File: config.mk
export PLATFORM = sky130hd
export DESIGN_NAME = ysyx_25010008_prefetch_ifu
export DESIGN_NICKNAME = d
export VERILOG_FILES = /design/src/rtl/ysyx_25010008_prefetch_ifu.sv
export SDC_FILE = /design/constraint.sdc
export NUM_CORES = 1
export LEC_CHECK = 0
export CORE_ASPECT_RATIO = 0.6
export CORE_MARGIN = 8
export CORE_UTILIZATION = 50
export DETAILED_ROUTE_END_ITERATION = 8
export PLACE_DENSITY = 0.88
export SYNTH_ARGS = -nofsm -noshare
export SYNTH_HDL_FRONTEND = slang
export SYNTH_SLANG_ARGS = --single-unit
File: constraint.sdc
create_clock -name clock -period 3.5 [get_ports clock]
set_input_delay 0.875 -clock clock [delete_from_list [all_inputs] [get_ports clock]]
set_output_delay 0.875 -clock clock [all_outputs]
set_load 0.02 [all_outputs]
File: src/rtl/ysyx_25010008_prefetch_ifu.sv
// Prefetching IFU: sequential word fetches over an AR/R pair into a small FIFO drained by the IDU.
// Optional: define YSYX_IFU_PERF_EN to add the perf_fetch_cnt/perf_stall_cnt/perf_flush_cnt outputs.
module ysyx_25010008_prefetch_ifu #(
  parameter int unsigned     XLEN       = 32,
  parameter logic [XLEN-1:0] RESET_PC   = 32'h3000_0000,
  parameter int unsigned     FIFO_DEPTH = 4
) (
  input  logic            clock,
  input  logic            reset,
  input  logic            redirect,
  input  logic [XLEN-1:0] redirect_pc,
  output logic [XLEN-1:0] inst,
  output logic [XLEN-1:0] inst_pc,
  output logic            ifault,
  output logic            ivalid,
  input  logic            iready,
  output logic [XLEN-1:0] araddr,
  output logic            arvalid,
  input  logic            arready,
  input  logic [XLEN-1:0] rdata,
  input  logic [1:0]      rresp,
  input  logic            rvalid,
  output logic            rready
`ifdef YSYX_IFU_PERF_EN
  ,
  output logic [31:0]     perf_fetch_cnt,
  output logic [31:0]     perf_stall_cnt,
  output logic [31:0]     perf_flush_cnt
`endif
);

  localparam int unsigned PTR_W = (FIFO_DEPTH > 1) ? $clog2(FIFO_DEPTH) : 1;
  localparam int unsigned CNT_W = PTR_W + 1;
  localparam logic [CNT_W-1:0] DEPTH_C = CNT_W'(FIFO_DEPTH);

  typedef enum logic [2:0] {
    S_BOOT, S_IDLE, S_ADDR, S_DATA, S_DRAIN, S_HALT
  } state_e;

  typedef struct packed {
    logic [XLEN-1:0] pc;
    logic [XLEN-1:0] inst;
    logic            fault;
  } entry_t;

  state_e            state_q, state_d;
  logic [XLEN-1:0]   fetch_pc_q, fetch_pc_d;
  logic [XLEN-1:0]   hold_addr_q, hold_addr_d;
  logic              pending_q, pending_d;
  logic [PTR_W-1:0]  wr_ptr_q, rd_ptr_q;
  logic [CNT_W-1:0]  count_q, count_pop, count_push;
  entry_t            mem [FIFO_DEPTH];
  entry_t            head;
  logic              push, pop;
  logic              unused_pc_bits;

  assign unused_pc_bits = ^redirect_pc[1:0];

  // A redirect voids both the pop and the push of its cycle.
  assign ivalid     = (count_q != '0);
  assign pop        = ivalid && iready && !redirect;
  assign push       = (state_q == S_DATA) && rvalid && !redirect;
  assign count_pop  = count_q - CNT_W'(pop);
  assign count_push = count_pop + CNT_W'(push);

  assign head    = mem[rd_ptr_q];
  assign inst    = ivalid ? head.inst  : '0;
  assign inst_pc = ivalid ? head.pc    : '0;
  assign ifault  = ivalid ? head.fault : 1'b0;

  // While a flushed request is still waiting for arready, the old address stays on the bus.
  assign arvalid = (state_q == S_ADDR);
  assign araddr  = pending_q ? hold_addr_q : fetch_pc_q;
  assign rready  = (state_q == S_DATA) || (state_q == S_DRAIN);

  always_comb begin
    // NOTE: every variable written here gets a default first, so no path can infer a latch.
    state_d     = state_q;
    fetch_pc_d  = fetch_pc_q;
    hold_addr_d = hold_addr_q;
    pending_d   = pending_q;
    if (redirect) begin
      fetch_pc_d = {redirect_pc[XLEN-1:2], 2'b00};
      unique case (state_q)
        S_ADDR: begin
          if (arready) begin
            state_d   = S_DRAIN;
            pending_d = 1'b0;
          end else begin
            pending_d = 1'b1;
            if (!pending_q) hold_addr_d = fetch_pc_q;
          end
        end
        S_DATA, S_DRAIN: state_d = rvalid ? S_ADDR : S_DRAIN;
        default:         state_d = S_ADDR;
      endcase
    end else begin
      unique case (state_q)
        S_BOOT: state_d = S_ADDR;
        S_IDLE: if (count_pop < DEPTH_C) state_d = S_ADDR;
        S_ADDR: begin
          if (arready) begin
            state_d   = pending_q ? S_DRAIN : S_DATA;
            pending_d = 1'b0;
          end
        end
        S_DATA: begin
          if (rvalid) begin
            fetch_pc_d = fetch_pc_q + XLEN'(4);
            if (rresp != 2'b00)           state_d = S_HALT;
            else if (count_push < DEPTH_C) state_d = S_ADDR;
            else                           state_d = S_IDLE;
          end
        end
        S_DRAIN: if (rvalid) state_d = S_ADDR;
        default: state_d = state_q;
      endcase
    end
  end

  always_ff @(posedge clock) begin
    // NOTE: sequential state uses <= so every flop samples pre-edge values.
    if (reset) begin
      state_q     <= S_BOOT;
      fetch_pc_q  <= RESET_PC;
      hold_addr_q <= '0;
      pending_q   <= 1'b0;
      wr_ptr_q    <= '0;
      rd_ptr_q    <= '0;
      count_q     <= '0;
    end else begin
      state_q     <= state_d;
      fetch_pc_q  <= fetch_pc_d;
      hold_addr_q <= hold_addr_d;
      pending_q   <= pending_d;
      if (redirect) begin
        wr_ptr_q <= '0;
        rd_ptr_q <= '0;
        count_q  <= '0;
      end else begin
        if (push) wr_ptr_q <= wr_ptr_q + PTR_W'(1);
        if (pop)  rd_ptr_q <= rd_ptr_q + PTR_W'(1);
        count_q <= count_push;
      end
    end
  end

  // NOTE: FIFO storage is not reset; count_q alone decides which entries are valid.
  always_ff @(posedge clock) begin
    if (push) mem[wr_ptr_q] <= '{pc: fetch_pc_q, inst: rdata, fault: (rresp != 2'b00)};
  end

`ifdef YSYX_IFU_PERF_EN
  logic [31:0] perf_fetch_q, perf_stall_q, perf_flush_q;

  always_ff @(posedge clock) begin
    if (reset) begin
      perf_fetch_q <= '0;
      perf_stall_q <= '0;
      perf_flush_q <= '0;
    end else begin
      if (push)     perf_fetch_q <= perf_fetch_q + 32'd1;
      if (!ivalid)  perf_stall_q <= perf_stall_q + 32'd1;
      if (redirect) perf_flush_q <= perf_flush_q + 32'd1;
    end
  end

  assign perf_fetch_cnt = perf_fetch_q;
  assign perf_stall_cnt = perf_stall_q;
  assign perf_flush_cnt = perf_flush_q;
`endif

endmodule

==> impl_results.md, run 1 <==
* Status: complete, no violations
* Worst path depth at 5
* Yosys warning count at 0
* Later-pin clock latency in the skew report at 560 ps
* Final net count at roughly 1.1k
* Largest net degree at the start of global routing at 42
* Static leakage at 5.67 nW
* First-pass GRT wire length at approximately 48 mm
* Seq/Total Area, Yosys at 0.667
* Most frequent cells in the layout: 252 x edfxtp_1, 164 x clkdlybuf4s50_1, 73 x dfxtp_1, 69 x and2_1, 63 x mux4_2
* Final wirelength at around 31 mm
* FMAX at approximately 300 MHz
* Crit. End Element: primary output
* NetSw at 1.72 mW
* Flop and latch count out of synthesis at 327
* Post-synth EDFFs at ~250
* R2R setup slack at ~630 ps
* DRC Markers at 0
* Die area at ~33,000 µm²
* Max Slew Vio Count at 0
* PwrDens at 475 nW/µm²
* H-tree Lvls at 1
* Most used DFF post-synth: edfxtp_1
* Crit-path slowest cell: clkdlybuf4s50_1
* CP Class: reg2out
* Placed Instances at between 1k and 1.5k
* Async S/R FF share, synth at 0
* Syn Area/Cell at 15.7 µm²
* Flop pwr share at 0.543
* Vias in the first global route at a little over 8k
* Die Wd at about 230 µm
* Hold Startpoint: hold_addr_q[1]
* Int Power at around 6.2 mW
* Fin crit period at 3400 ps
* Peak supply drop at approximately 0.34 mV
* Design Area, Final at around 17,000 µm²
* # IOs at roughly 170
* Final Util at 0.631
* Max-slew headroom at 0.627
* Routed len/inst at between 20 and 25 µm
* Area Growth Syn to Fin at 23.4%
* Buffers on Ports at 167
* Critical path's top delay family: buffers and inverters
* All-Layer GR Usage at 0.189
* Initial antenna violation count at 1
* DP HPWL at 20.9 mm
* Reg-to-Reg Start: count_q[1]
* DRT Pass-1 Iters at 5
* Worst path most repeated cell: buf_12
* Comb pwr share at 0.066
* ANT cells at 0
* Area of the multi-input gates at between 4000 and 5000 µm²
* Reg clk slew, reported paths at 70 ps
* Netlist Area Pre-Place at 13,600 µm²
* Clock Root Buffer: clkbuf_16
* Crit path arrival time at approximately 2500 ps
* Critical Path RT at around 2600 ps
* Cell count after synthesis at 866
* Maximum fanout along the worst path at 24
* DR vias/cell at ~5.7
* Worst Skew at around 16 ps
* Inserted Clock Buffers at 29
* Slew @ Worst Pin at 557 ps
* Core area at roughly 27,000 µm²
* End point of the critical path: inst[13]
* Ordered list of cells on the worst path: buf_12, buf_12, mux4_2, and2_1, clkdlybuf4s50_1
* R2R cell count at 12
* Max cap viols at 0
* Total gr overflow at 0
* Post-synth cell types at 50
* Layout fillers at approximately 1.9k
* Clock Path Buffers at 3
* Switching Share at 0.216
* DR vias at approximately 8.2k
* Number of core rows at 46
* Startpoint types: register
* Post-Place Setup Slack at 400 ps
* Die Ht at between 100 and 150 µm
* Clock power share at 0.391
* Crit share post-route at 0.973
* CTS tree: yes
* DRT iter0 DRCs at 824
* Count of final hold-check violations at 0
* Placed cell areas at roughly 16,000 µm²
* Finished Layout Cells at 1,419
* Initial core utilization at 0.511
* Routed Antenna Nets at 0
* Hold Path Class: reg2reg
* Sum Neg Setup Slack at 0 ps
* Final setup viols at 0
* Buf/Inv on CP at 3
* Share of post-route cells with drive strength above 1 at 0.206
* Min Hold Slack at ~480 ps
* Final setup margin at between 90 and 100 ps
* Placer Congestion at about 0.85
* RSZ-0062 raised after global routing: false
* R2R Path End: state_q[0]
* Design Power at about 8.0 mW
* Clk sinks at around 330
* Slowest stage delay, CP at between 500 and 600 ps
* Commonest non-fill, non-tap cell in the layout: edfxtp_1
* Register Area at roughly 9100 µm²
==> state kept, by name (all words and copies together) (netlist names), named ones only <==
signal / cells
count_q: 3
fetch_pc_q: 30
hold_addr_q: 32
mem: 252
pending_q: 1
rd_ptr_q: 2
state_q: 3
wr_ptr_q: 2
==> metal layers <==
layer / GRT usage / wire length (µm) / part of all wire
met5: 0 / 13 / 0.00041
met4: 0.0395 / 536 / 0.017
met3: 0.0431 / 2560 / 0.082
met2: 0.287 / 14100 / 0.45
met1: 0.276 / 14200 / 0.45
==> cells by family after synthesis <==
logic type / count (synthesis) / synth area share
adder cells (fa/ha/maj): 9 / 0.00828
AO/OA/AOI/OAI: 92 / 0.0508
XOR/XNOR: 30 / 0.0193
AND/OR/NAND/NOR: 238 / 0.102
buffers and inverters: 76 / 0.0232
other: 1 / 0.000276
multiplexers: 93 / 0.129
flip-flops: 327 / 0.667
==> layout make-up <==
type | count | area share
timing repair buffer | 201 | 0.123
multi-input combinational | 464 | 0.252
clock inverter | 18 | 0.0102
inverter | 14 | 0.00313
sequential | 327 | 0.541
clock buffer | 35 | 0.0446
tap | 360 | 0.0268
==> cells in the mapped netlist (12+ instances only) <==
cell | number | area, µm²
a211oi_1 | 14 | 105
a21oi_1 | 22 | 110
and2_1 | 69 | 432
buf_2 | 15 | 75.1
clkbuf_1 | 39 | 146
dfxtp_1 | 75 | 1500
edfxtp_1 | 252 | 7570
inv_1 | 14 | 52.6
mux2_2 | 27 | 304
mux4_2 | 63 | 1420
nand2_1 | 31 | 116
nand3_1 | 16 | 80.1
nor2_1 | 39 | 146
o21ai_0 | 14 | 70.1
o311a_1 | 31 | 310
or2_2 | 32 | 200
xnor2_1 | 18 | 158
xor2_1 | 12 | 105
==> what timing repair did <==
action                     in CTS  in global routing
gates resized for setup         0                  3
hold buffers                    0                  0
setup endpoints to repair      49                  3
setup buffers                   4                  0
==> worst min-delay path by stage <==
stage	cells after the start	endpoint	slack (ps)
3_5_place_dp	1	hold_addr_q[1]	470
3_3_place_gp	1	hold_addr_q[0]	460
6_report	1	hold_addr_q[1]	480
4_1_cts	1	hold_addr_q[1]	480
5_1_grt	1	hold_addr_q[1]	490
2_1_floorplan	1	hold_addr_q[0]	450
==> power groups by stage <==
| stage | clock, mW | sequential (mW) | combinational, mW |
|---|---|---|---|
| 6_report | 3.12 | 4.32 | 0.525 |
| 5_1_grt | 3.35 | 4.33 | 0.563 |
| 3_5_place_dp | 0 | 4.40 | 0.517 |
| 2_1_floorplan | 0 | 4.36 | 0.302 |
| 3_3_place_gp | 0 | 4.40 | 0.508 |
| 4_1_cts | 3.18 | 4.32 | 0.524 |
No activity file was read; power rests on OpenSTA's default activity.
==> run 2, diff against run 1 <==
CORE_MARGIN = default   (was 8)
CORE_UTILIZATION = 52   (was 50)
CTS_BUF_LIST = sky130_fd_sc_hd__clkbuf_2 sky130_fd_sc_hd__clkbuf_4 sky130_fd_sc_hd__clkbuf_8   (was default)
PLACE_DENSITY = 0.91   (was 0.88)
==> impl_results.md, run 2 (synthesized netlist as in run 1, its figures left out) <==
* Buf/Inv on CP at 2
* DRT Pass-1 Iters at 5
* FMAX at 297 MHz
* Placed cell areas at approximately 16,000 µm²
* Clock Root Buffer: clkbuf_8
* Design Area, Final at 16,800 µm²
* Commonest non-fill, non-tap cell in the layout: edfxtp_1
* Die Ht at ~130 µm
* Ordered list of cells on the worst path: buf_16, mux4_2, and2_1, clkdlybuf4s50_1
* Crit. End Element: primary output
* Clock Path Buffers at 3
* Finished Layout Cells at between 1k and 1.5k
* R2R cell count at 12
* Startpoint types: register
* Max Slew Vio Count at 0
* Routed len/inst at about 21 µm
* Placer Congestion at between 0.8 and 0.9
* Final wirelength at 30.4 mm
* Static leakage at between 5 and 6 nW
* Crit-path slowest cell: mux4_2
* Placed Instances at roughly 1.4k
* Critical path's top delay family: buffers and inverters
* Initial antenna violation count at 1
* Final net count at 1,131
* Core area at 25,400 µm²
* Worst path depth at 4
* Final Util at 0.661
* Max reg flops at about 250
* Total gr overflow at 0
* Reg clk slew, reported paths at 70 ps
* Slew @ Worst Pin at 526 ps
* Largest register by flop count: mem
* PwrDens at ~460 nW/µm²
* CP Class: reg2out
* Area Growth Syn to Fin at 23.7%
* Critical Path RT at approximately 2600 ps
* # IOs at roughly 170
* First-pass GRT wire length at between 40 and 50 mm
* Hold Path Class: reg2reg
* Later-pin clock latency in the skew report at 570 ps
* Max-slew headroom at 0.649
* Max cap viols at 0
* Largest net degree at the start of global routing at 44
* Clk sinks at between 300 and 400
* Inserted Clock Buffers at 45
* Routed Antenna Nets at 0
* ANT cells at 0
* Status: complete, no violations
* All-Layer GR Usage at 0.233
* DR vias at about 8.3k
* DP HPWL at slightly below 20 mm
* CTS tree: yes
* Crit path arrival time at about 2500 ps
* Crit share post-route at 0.961
* Sum Neg Setup Slack at 0 ps
* Worst Skew at 23.5 ps
* Number of core rows at 45
* Fin crit period at 3360 ps
* Slowest stage delay, CP at a little under 600 ps
* DRC Markers at 0
* Count of final hold-check violations at 0
* Maximum fanout along the worst path at 28
* Final setup viols at 0
* DR vias/cell at 5.76
* Die Wd at about 210 µm
* DRT iter0 DRCs at ~720
* Hold Path Cell Cnt at 1
* Largest registers: mem: 252 flops, hold_addr_q: 32 flops, fetch_pc_q: 30 flops
* Most frequent cells in the layout: 252 x edfxtp_1, 166 x clkdlybuf4s50_1, 73 x dfxtp_1, 69 x and2_1, 63 x mux4_2
* RSZ-0062 raised after global routing: false
* Peak supply drop at slightly below 0.3 mV
* Share of post-route cells with drive strength above 1 at 0.230
* H-tree Lvls at 2
* Vias in the first global route at approximately 8.3k
* Die area at around 27,000 µm²
* Buffers on Ports at about 170
* Initial core utilization at 0.534
-- run 2: repair_timing --
| item | CTS | global route |
|---|---|---|
| hold buffers | 0 | 0 |
| setup buffers | 0 | 1 |
| resized for setup | 0 | 2 |
| setup endpoints to repair | 0 | 6 |
-- run 2: power breakdown --
part	internal [mW]	total, mW	leakage, nW	switching (mW)
clock	1.59	2.96	0.493	1.37
combinational	0.271	0.537	2.29	0.266
sequential	4.23	4.32	2.90	0.0846
-- run 2: layout make-up --
class / instances / area, µm²
clock buffers: 73 / 880
multi-input cells: 464 / 4240
well taps: 352 / 440
clock inverters: 9 / 41.3
repair buffers: 198 / 2080
inverters: 14 / 52.6
fillers: 1758 / 8640
flip-flops and latches: 327 / 9080
-- run 2: final timing paths --
kind	startpoint	end	slack (ps)
setup / recovery	register	inst_pc[20]	140
setup reg to reg	count_q[1]	state_q[0]	570
hold reg to reg	hold_addr_q[1]	hold_addr_q[1]	470
hold / removal	hold_addr_q[1]	hold_addr_q[1]	470
-- run 2: per-layer routing --
metal / part of all wire / vias to the layer above / global-route usage
li1: - / 3702 / -
met1: 0.43 / 4130 / 0.344
met2: 0.46 / 397 / 0.352
met3: 0.089 / 41 / 0.0538
met4: 0.014 / 2 / 0.0597
met5: 0.00043 / - / 0
-- run 2: metrics by stage --
| stage | power, mW | hold WS, ps | setup slack [ps] |
|---|---|---|---|
| floorplan | 4.66 | 452 | 1.24 |
| global placement | 4.90 | 459 | 409 |
| detailed placement | 4.93 | 466 | 352 |
| CTS | 7.87 | 475 | 17.7 |
| global route | 8.09 | 486 | 16.3 |
| finish | 7.81 | 470 | 137 |
